File: config.mk
export PLATFORM = sky130hd
export DESIGN_NAME = branch_predict_unit
export DESIGN_NICKNAME = d
export VERILOG_FILES = /design/src/rtl/branch_predict_unit_pkg.sv /design/src/rtl/branch_predict_unit_if.sv /design/src/rtl/branch_predict_unit_bht_table.sv /design/src/rtl/branch_predict_unit.sv
export SDC_FILE = /design/constraint.sdc
export NUM_CORES = 1
export LEC_CHECK = 0
export BUFFER_PORTS_ARGS = -buffer_cell sky130_fd_sc_hd__buf_2
export CAP_MARGIN = 20
export CORE_ASPECT_RATIO = 1.4
export CORE_UTILIZATION = 47
export DETAILED_ROUTE_END_ITERATION = 8
export HOLD_SLACK_MARGIN = 0.12
export PLACE_DENSITY = 0.77
export SLEW_MARGIN = 20
export SYNTH_ARGS = -nofsm -noshare
export SYNTH_HDL_FRONTEND = slang
export SYNTH_HIERARCHICAL = 1
export SYNTH_SLANG_ARGS = --single-unit
File: constraint.sdc
create_clock -name clock -period 2.2 [get_ports clock]
set_input_delay 0 -clock clock [delete_from_list [all_inputs] [get_ports clock]]
set_output_delay 0 -clock clock [all_outputs]
set_load 0.005 [all_outputs]
File: src/rtl/branch_predict_unit_pkg.sv
// Shared definitions for the branch predict unit: branch op encodings,
// BHT counter geometry and the redirect sequencing states.
package branch_predict_unit_pkg;

  localparam int unsigned CNT_W = 2;
  localparam logic [CNT_W-1:0] BHT_RST_VAL = 2'b01;

  typedef enum logic [2:0] {
    OP_BEQ  = 3'd0,
    OP_BNE  = 3'd1,
    OP_BLEZ = 3'd2,
    OP_BGTZ = 3'd3,
    OP_BLTZ = 3'd4,
    OP_BGEZ = 3'd5
  } br_op_e;

  typedef enum logic {
    RD_IDLE = 1'b0,
    RD_PEND = 1'b1
  } redir_state_e;

  function automatic logic op_is_defined(input logic [2:0] op);
    return (op <= 3'd5);
  endfunction

endpackage

File: src/rtl/branch_predict_unit_if.sv
// Branch history table access bundle: one combinational read, one update.
interface branch_predict_unit_if
  import branch_predict_unit_pkg::*;
#(
  parameter int unsigned NB_IDX = 4
);
  logic [NB_IDX-1:0] rd_idx;
  logic [CNT_W-1:0]  rd_cnt;
  logic              wr_en;
  logic [NB_IDX-1:0] wr_idx;
  logic              wr_taken;

  modport master (output rd_idx, wr_en, wr_idx, wr_taken, input rd_cnt);
  modport slave  (input rd_idx, wr_en, wr_idx, wr_taken, output rd_cnt);
endinterface

File: src/rtl/branch_predict_unit_bht_table.sv
// Table of 2-bit saturating counters; the read port sees the pre-update
// value when the same entry is written in the same cycle.
module bht_table
  import branch_predict_unit_pkg::*;
#(
  parameter int unsigned BHT_DEPTH = 16
)(
  input  logic                 clock,
  input  logic                 reset_n,
  branch_predict_unit_if.slave bus
);

  logic [CNT_W-1:0] r_cnt [BHT_DEPTH];
  logic [CNT_W-1:0] w_cur;
  logic [CNT_W-1:0] w_next;

  assign bus.rd_cnt = r_cnt[bus.rd_idx];
  assign w_cur      = r_cnt[bus.wr_idx];

  always_comb begin
    w_next = w_cur;
    if (bus.wr_taken) begin
      if (w_cur != '1) w_next = w_cur + 1'b1;
    end else begin
      if (w_cur != '0) w_next = w_cur - 1'b1;
    end
  end

  always_ff @(posedge clock or negedge reset_n) begin
    if (!reset_n) begin
      for (int unsigned i = 0; i < BHT_DEPTH; i++) r_cnt[i] <= BHT_RST_VAL;
    end else if (bus.wr_en) begin
      r_cnt[bus.wr_idx] <= w_next;
    end
  end

endmodule

File: src/rtl/branch_predict_unit.sv
// ID-stage branch resolution with BHT prediction, one-cycle redirect pulse
// and saturating statistics counters; i_enable=0 freezes everything.
module branch_predict_unit
  import branch_predict_unit_pkg::*;
#(
  parameter int unsigned NB_DATA   = 32,
  parameter int unsigned NB_ADDR   = 7,
  parameter int unsigned BHT_DEPTH = 16,
  parameter int unsigned NB_CNT    = 16
)(
  input  logic               clock,
  input  logic               reset_n,
  input  logic [NB_ADDR-1:0] i_fetch_pc,
  output logic               o_pred_taken,
  input  logic               i_enable,
  input  logic               i_valid,
  input  logic [2:0]         i_op,
  input  logic [NB_ADDR-1:0] i_pc,
  input  logic [NB_DATA-1:0] i_imm,
  input  logic [NB_DATA-1:0] i_data_a,
  input  logic [NB_DATA-1:0] i_data_b,
  input  logic               i_pred,
  input  logic               i_hazard,
  output logic               o_stall,
  output logic               o_redirect,
  output logic [NB_ADDR-1:0] o_redirect_addr,
  output logic [NB_CNT-1:0]  o_branch_cnt,
  output logic [NB_CNT-1:0]  o_mispred_cnt
);

  localparam int unsigned NB_IDX = $clog2(BHT_DEPTH);

  redir_state_e       r_state;
  redir_state_e       w_state_next;
  logic [NB_ADDR-1:0] r_redirect_addr;
  logic [NB_CNT-1:0]  r_branch_cnt;
  logic [NB_CNT-1:0]  r_mispred_cnt;

  logic               w_resolve;
  logic               w_op_ok;
  logic               w_taken;
  logic               w_mispred;
  logic               w_update;
  logic               w_a_neg;
  logic               w_a_zero;
  logic               w_redirect;
  logic [NB_ADDR-1:0] w_target;
  logic [NB_ADDR-1:0] w_pc_m1;
  logic               w_unused;

  branch_predict_unit_if #(.NB_IDX(NB_IDX)) w_bht ();

  bht_table #(.BHT_DEPTH(BHT_DEPTH)) u_bht (
    .clock   (clock),
    .reset_n (reset_n),
    .bus     (w_bht.slave)
  );

  assign o_stall   = i_valid & i_hazard;
  assign w_resolve = i_enable & i_valid & ~i_hazard;
  assign w_a_neg   = i_data_a[NB_DATA-1];
  assign w_a_zero  = (i_data_a == '0);
  assign w_target  = i_pc + i_imm[NB_ADDR-1:0];
  assign w_pc_m1   = i_pc - NB_ADDR'(1);

  always_comb begin
    w_taken = 1'b0;
    w_op_ok = op_is_defined(i_op);
    case (br_op_e'(i_op))
      OP_BEQ:  w_taken = (i_data_a == i_data_b);
      OP_BNE:  w_taken = (i_data_a != i_data_b);
      OP_BLEZ: w_taken = w_a_neg | w_a_zero;
      OP_BGTZ: w_taken = ~w_a_neg & ~w_a_zero;
      OP_BLTZ: w_taken = w_a_neg;
      OP_BGEZ: w_taken = ~w_a_neg;
      default: w_taken = 1'b0;
    endcase
  end

  // Reserved ops may still redirect (to fall-through) but never train or count.
  assign w_mispred = w_resolve & (w_taken != i_pred);
  assign w_update  = w_resolve & w_op_ok;

  assign w_bht.rd_idx   = i_fetch_pc[NB_IDX-1:0];
  assign w_bht.wr_en    = w_update;
  assign w_bht.wr_idx   = w_pc_m1[NB_IDX-1:0];
  assign w_bht.wr_taken = w_taken;
  assign o_pred_taken   = w_bht.rd_cnt[1];

  // A disabled cycle holds the pending state, so the pulse slips to the next enabled cycle.
  always_comb begin
    w_state_next = r_state;
    w_redirect   = 1'b0;
    if (i_enable) begin
      case (r_state)
        RD_PEND: w_redirect = 1'b1;
        default: w_redirect = 1'b0;
      endcase
      w_state_next = w_mispred ? RD_PEND : RD_IDLE;
    end
  end

  always_ff @(posedge clock or negedge reset_n) begin
    if (!reset_n) begin
      r_state         <= RD_IDLE;
      r_redirect_addr <= '0;
      r_branch_cnt    <= '0;
      r_mispred_cnt   <= '0;
    end else begin
      r_state <= w_state_next;
      if (w_mispred) r_redirect_addr <= w_taken ? w_target : i_pc;
      if (w_update && (r_branch_cnt != '1)) r_branch_cnt <= r_branch_cnt + 1'b1;
      if (w_update && w_mispred && (r_mispred_cnt != '1))
        r_mispred_cnt <= r_mispred_cnt + 1'b1;
    end
  end

  assign o_redirect      = w_redirect;
  assign o_redirect_addr = r_redirect_addr;
  assign o_branch_cnt    = r_branch_cnt;
  assign o_mispred_cnt   = r_mispred_cnt;

  assign w_unused = ^{i_imm[NB_DATA-1:NB_ADDR], w_pc_m1[NB_ADDR-1:NB_IDX], w_bht.rd_cnt[0]};

endmodule

==> results of run 1 <==
==> what timing repair did <==
action,4_1_cts,5_1_grt
gates resized for setup,13,37
pin swaps,4,17
endpoints found under the setup margin,19,52
hold endpoints to repair,57,0
hold buffers,2,0
cloned,0,0
buffers inserted,2,6
==> worst max-delay path, cell delays in order, from the launching register on <==
cell	delay (ns)
dfrtp_1	0.40
mux4_2	0.49
mux2_2	0.30
maj3_2	0.32
mux2_4	0.31
mux2_4	0.28
==> layout by cell type (no fill, tap or decap), drive strengths merged, types with 3 or more instances in the layout <==
| cell | count |
|---|---|
| a21oi | 11 |
| a31oi | 4 |
| and3 | 5 |
| buf | 196 |
| clkbuf | 11 |
| dfrtp | 56 |
| dfstp | 16 |
| ha | 9 |
| inv | 12 |
| maj3 | 4 |
| mux2 | 28 |
| mux2i | 18 |
| mux4 | 13 |
| nand2 | 44 |
| nand2b | 11 |
| nand3 | 21 |
| nand4 | 23 |
| nor2 | 30 |
| nor2b | 5 |
| nor3 | 16 |
| nor3b | 3 |
| nor4 | 26 |
| o21ai | 13 |
| o311ai | 4 |
| o31ai | 5 |
| xnor2 | 19 |
| xor2 | 48 |
==> layer usage <==
layer	share of wire	track usage
met4	0.035	0.137
met5	0	0
met1	0.38	0.294
met2	0.54	0.480
met3	0.047	0.0404
==> stage by stage <==
step	cells	cell area (um^2)	TNS, ns	hold WS (ns)
2_1_floorplan	499	5050	-5.60	-0.296
3_3_place_gp	806	6200	-15.55	0.239
3_5_place_dp	806	6200	-16.86	0.244
4_1_cts	824	6560	-0.166	0.143
5_1_grt	829	6780	-1.04	0.199
6_report	829	6780	-0.0664	0.148
==> sequential cells by signal (all words and copies together) (netlist names) <==
signal / count
o_redirect_addr: 7
u_bht/r_cnt: 32
r_state: 1
o_mispred_cnt: 16
o_branch_cnt: 16
==> area by class of cell <==
type	count	share of cell area
Multi-Input combinational cell	394	0.480
Clock inverter	4	0.00425
Inverter	12	0.00701
Timing Repair Buffer	198	0.177
Clock buffer	11	0.0373
Tap cell	138	0.0255
Sequential cell	72	0.269
==> power breakdown <==
| group | total [mW] | internal [mW] | switching (mW) | leakage [nW] |
|---|---|---|---|---|
| Combinational | 1.11 | 0.584 | 0.527 | 2.17 |
| Sequential | 1.70 | 1.54 | 0.166 | 0.925 |
| Clock | 1.39 | 0.820 | 0.568 | 0.134 |
==> how the worst max path moves through the flow <==
stage	from	endpoint	cells after the start
global placement	i_data_a[15]	u_bht/r_cnt[21]	10
global route	o_mispred_cnt[1]	o_mispred_cnt[1]	8
detailed placement	i_data_a[15]	u_bht/r_cnt[17]	10
floorplan	i_data_a[18]	u_bht/r_cnt[27]	12
finish	u_bht/r_cnt[25]	u_bht/r_cnt[17]	5
CTS	i_data_a[2]	u_bht/r_cnt[17]	11
==> summary.md, run 1 <==
| Metric | Value |
|---|---|
| Status | complete, but fails checks |
| Failing checks | negative setup slack |
| Crit path capture type | flip-flop |
| WP data required | 2.42 ns |
| Fill cells | 793 |
| FF/Latch Area | 1820 um^2 |
| DR pass1 iterations | 5 |
| Row count | 44 |
| Largest net degree at the start of global routing | 73 |
| Clock transition at the registers of the reported paths | 0.06 ns |
| Worst skew pair latency | 0.34 ns |
| Final hold violation count | 0 |
| WHS Endpoint | o_redirect_addr[6] |
| DR WL/cell | 17.2 um |
| Final GP Congestion | 0.879 |
| Finish-stage setup viols | 9 |
| Crit Reg-Reg Endpoint | u_bht/r_cnt[17] |
| Reg2Reg Setup Slack | -0.02 ns |
| Post-Place Setup Slack | -0.442 ns |
| Final period utilization | 1.01 |
| Vias in the first global route | 4911 |
| Post-route setup slack | -0.0202 ns |
| TritonCTS Buffers | 9 |
| Power consumption | 4.20 mW |
| Synth-to-Final Area Change | 34.8% |
| DRC Markers | 0 |
| Final Critical Period | 2.22 ns |
| Worst-path fanout max | 8 |
| Maximum vdd drop | 0.448 mV |
| FF-to-FF Start | u_bht/r_cnt[25] |
| F_max | 0.450 GHz |
| Synth Area per Inst | 10.1 um^2 |
| Mapped Cells | 499 |
| Via count | 4756 |
| GRT Resource Usage Total | 0.268 |
| Pwr Density | 620 nW/um^2 |
| Max-slew violation count | 0 |
| I/O pin total | 161 |
| Post-route ant nets | 0 |
| Antenna violations before repair | 0 |
| CP Launch Type | flip-flop |
| Post-Synthesis Net Count | 628 |
| Final WL | 14200 um |
| Initial drt markers | 229 |
| Root buffer cell | clkbuf_16 |
| Synthesized cell area | 5030 um^2 |
| Clk buf depth | 2 |
| Hold Path Stages | 4 |
| PortBufs | 132 |
| Hold Crit Class | input pin to flip-flop |
| Number of diodes | 0 |
| Fin Clk Skew | 0.00796 ns |
| LEAKAGE | 3.23 nW |
| CTS tree | yes |
| Clock sinks | 72 |
| First-pass GRT wire length | 22700 um |
| Critical path class | flip-flop to flip-flop |
| Slew @ Worst Pin | 0.901 ns |
| Drt via density | 5.74 |
| Initial Utilization | 0.483 |
| RSZ-0062 raised after global routing | yes |
| Layout cell share with drive strength beyond 1 | 0.441 |
| Slew HR | 0.399 |
| Die Footprint | 11100 um^2 |
| Core area | 10400 um^2 |
| Hold path start | i_pc[6] |
| Overflow after GRT | 0 |
| Critical path arrival | 2.44 ns |
| FF-to-FF path depth | 5 |
| Final core occ | 0.652 |
| Multi-input logic area | 3260 um^2 |
| Max cap viols | 0 |
| Final nets | 816 |
| Yosys warning total | 6 |
| Die X | 89.4 um |
| Die height | 124 um |
| Post-DP HPWL | 10600 um |
| H-tree depth | 3 |
No activity file was read; power rests on OpenSTA's default activity.
==> run 2, diff against run 1 <==
--- a/config.mk
+++ b/config.mk
@@ -7,11 +7,13 @@
 export LEC_CHECK = 0
 export BUFFER_PORTS_ARGS = -buffer_cell sky130_fd_sc_hd__buf_2
 export CAP_MARGIN = 20
+export CELL_PAD_IN_SITES_DETAIL_PLACEMENT = 1
+export CELL_PAD_IN_SITES_GLOBAL_PLACEMENT = 1
 export CORE_ASPECT_RATIO = 1.4
-export CORE_UTILIZATION = 47
+export CORE_UTILIZATION = 36
 export DETAILED_ROUTE_END_ITERATION = 8
 export HOLD_SLACK_MARGIN = 0.12
-export PLACE_DENSITY = 0.77
+export PLACE_DENSITY_LB_ADDON = 0.1
 export SLEW_MARGIN = 20
 export SYNTH_ARGS = -nofsm -noshare
 export SYNTH_HDL_FRONTEND = slang
==> run 2 against run 1 <==
  * The flow still finishes with violations (negative setup slack)
  * Cell count is 7.2% higher
  * Maximum frequency rose by 0.13%
  * Power is 5.1% higher
  * Global-route usage decreased by 3.9 points
  * Clock-buffer cell count fell by 1
  * Critical path depth unchanged
  * Critical endpoint is now u_bht/r_cnt[3]
  * Largest cell class unchanged
  * Highest routed layer unchanged
==> summary.md, run 2 (synthesis gave the netlist of run 1 again) <==
| Metric | Value |
|---|---|
| Status | complete, but fails checks (unchanged) |
| Failing checks | negative setup slack (unchanged) |
| Multi-input logic area | 3300 um^2 (was 3260 um^2) |
| Via count | 4730 (was 4756) |
| Pwr Density | 626 nW/um^2 (was 620 nW/um^2) |
| Hold Path Stages | 5 (was 4) |
| Most frequent cells in the layout | 124 x buf_2, 73 x buf_4, 56 x dfrtp_1 (was 128 x buf_2, 62 x buf_4, 55 x dfrtp_1) |
| Slew HR | 0.597 (was 0.399) |
| Final GP Congestion | 0.787 (was 0.879) |
| Vias in the first global route | 5239 (was 4911) |
| FF-to-FF Start | u_bht/r_cnt[5] (was u_bht/r_cnt[25]) |
| WP data required | 2.42 ns (about the same) |
| Power consumption | 4.41 mW (was 4.20 mW) |
| Final hold violation count | 0 (unchanged) |
| Final nets | 831 (was 816) |
| Final WL | 16100 um (was 14200 um) |
| Clk buf depth | 2 (unchanged) |
| Final Critical Period | 2.22 ns (about the same) |
| Slew @ Worst Pin | 0.601 ns (was 0.901 ns) |
| CP Launch Type | flip-flop (unchanged) |
| Die height | 142 um (was 124 um) |
| Maximum vdd drop | 0.474 mV (was 0.448 mV) |
| Clock sinks | 72 (unchanged) |
| Crit path top cell by count | mux2_4 (unchanged) |
| Drt via density | 5.32 (was 5.74) |
| DR pass1 iterations | 4 (was 5) |
| CP max stage delay | 0.52 ns (was 0.49 ns) |
| Layout cell share with drive strength beyond 1 | 0.458 (was 0.441) |
| H-tree depth | 3 (unchanged) |
| First-pass GRT wire length | 25800 um (was 22700 um) |
| Worst skew pair latency | 0.34 ns (about the same) |
| Worst-path fanout max | 8 (unchanged) |
| Critical path class | flip-flop to flip-flop (unchanged) |
| GRT Resource Usage Total | 0.229 (was 0.268) |
| Most flop-heavy register | u_bht/r_cnt (unchanged) |
| FF-to-FF path depth | 5 (unchanged) |
| Fill cells | 1575 (was 793) |
| DRC Markers | 0 (unchanged) |
| Root buffer cell | clkbuf_16 (unchanged) |
| Die Footprint | 14500 um^2 (was 11100 um^2) |
| Initial Utilization | 0.372 (was 0.483) |
| Critical path arrival | 2.44 ns (about the same) |
| Antenna violations before repair | 0 (unchanged) |
| Crit-path cells | mux4_1 > mux2_2 > maj3_2 > mux2_4 > mux2_4 (was mux4_2 > mux2_2 > maj3_2 > mux2_4 > mux2_4) |
| Core area | 13500 um^2 (was 10400 um^2) |
| Post-route ant nets | 0 (unchanged) |
| Hold Crit Class | input pin to flip-flop (unchanged) |
| Final period utilization | 1.01 (about the same) |
| LEAKAGE | 3.32 nW (was 3.23 nW) |
| FF/Latch Area | 1820 um^2 (about the same) |
| F_max | 0.451 GHz (was 0.450 GHz) |
| Finish-stage setup viols | 8 (was 9) |
| PortBufs | 132 (unchanged) |
| CP max stage cell | mux4_1 (was mux4_2) |
| Synth-to-Final Area Change | 40.2% (was 34.8%) |
| Largest net degree at the start of global routing | 45 (was 73) |
| Hold path start | i_pc[4] (was i_pc[6]) |
| Commonest non-fill, non-tap cell in the layout | buf_2 (unchanged) |
| Fin Clk Skew | 0.00703 ns (was 0.00796 ns) |
| Number of diodes | 0 (unchanged) |
| Post-DP HPWL | 12100 um (was 10600 um) |
| RSZ-0062 raised after global routing | yes (unchanged) |
| TritonCTS Buffers | 9 (unchanged) |
| Die X | 102 um (was 89.4 um) |
| Row count | 50 (was 44) |
| Crit Reg-Reg Endpoint | u_bht/r_cnt[3] (was u_bht/r_cnt[17]) |
| I/O pin total | 161 (unchanged) |
| Post-route setup slack | -0.0173 ns (was -0.0202 ns) |
| Overflow after GRT | 0 (unchanged) |
| Clock transition at the registers of the reported paths | 0.06 ns (about the same) |
| CTS tree | yes (unchanged) |
| WHS Endpoint | o_redirect_addr[4] (was o_redirect_addr[6]) |
| Crit path capture type | flip-flop (unchanged) |
| DR WL/cell | 18.2 um (was 17.2 um) |
| Final core occ | 0.522 (was 0.652) |
| Initial drt markers | 111 (was 229) |
| Max cap viols | 0 (unchanged) |
| Reg2Reg Setup Slack | -0.02 ns (about the same) |
| Max-slew violation count | 0 (unchanged) |
| Max reg flops | 32 (unchanged) |
run 2: cell types whose count changed in the layout (fill, tap and decap cells not counted), moves of 3 or more:
cell	delta
o311ai_0	-3
buf_4	+11
xor2_2	-3
buf_6	+7
xor2_1	+3
buf_2	-4
run 2: worst max-delay path by stage:
stage / from / endpoint / depth (start not counted)
2_1_floorplan: i_data_a[18] / u_bht/r_cnt[27] / 12
3_3_place_gp: i_data_a[4] / u_bht/r_cnt[19] / 12
3_5_place_dp: i_data_a[4] / u_bht/r_cnt[3] / 12
4_1_cts: i_data_a[27] / u_bht/r_cnt[3] / 10
5_1_grt: i_data_a[31] / u_bht/r_cnt[1] / 11
6_report: u_bht/r_cnt[5] / u_bht/r_cnt[3] / 5
run 2: repair_timing:
action | 4_1_cts | 5_1_grt
setup buffers | 3 | 6
hold endpoints to repair | 57 | 0
resized for setup | 26 | 42
pin swaps | 11 | 13
setup endpoints to repair | 19 | 47
hold buffers | 3 | 0
run 2: layer usage:
metal / GRT usage / share of wire
met5: 0 / 0
met4: 0.0534 / 0.0096
met3: 0.0458 / 0.039
met2: 0.436 / 0.56
met1: 0.255 / 0.40
run 2: area by class of cell:
| type | count | share of cell area |
|---|---|---|
| multi-input cells | 394 | 0.468 |
| inverters | 12 | 0.00674 |
| well taps | 182 | 0.0323 |
| repair buffers | 213 | 0.191 |
| flip-flops and latches | 72 | 0.258 |
| clock buffers | 10 | 0.0339 |
| clock inverters | 6 | 0.00958 |
run 2: critical path: cells and delay by family, from the launching register on:
kind	cells	cell delay, ns
multiplexers	4	1.41
flip-flops	1	0.38
adder cells (fa/ha/maj)	1	0.31
run 2: power breakdown:
part           total (mW)  internal, mW  leakage [nW]  switching [mW]
logic                1.20         0.639          2.25           0.559
clock network        1.53         0.913         0.145           0.615
registers            1.69          1.53         0.927           0.155
total                4.41          3.09          3.32            1.33
run 2: per-stage QoR:
stage	cell area [um^2]	worst slack [ns]	hold WS (ns)	cells	TNS, ns
after global placement	6340	-0.437	-0.136	862	-15.94
after detailed placement	6340	-0.447	-0.132	862	-16.39
after global routing	7050	-0.0877	0.168	889	-1.24
after CTS	6800	-0.0400	0.139	883	-0.424
final	7050	-0.0173	0.140	889	-0.0794
after floorplan	5050	-0.347	-0.296	499	-5.60
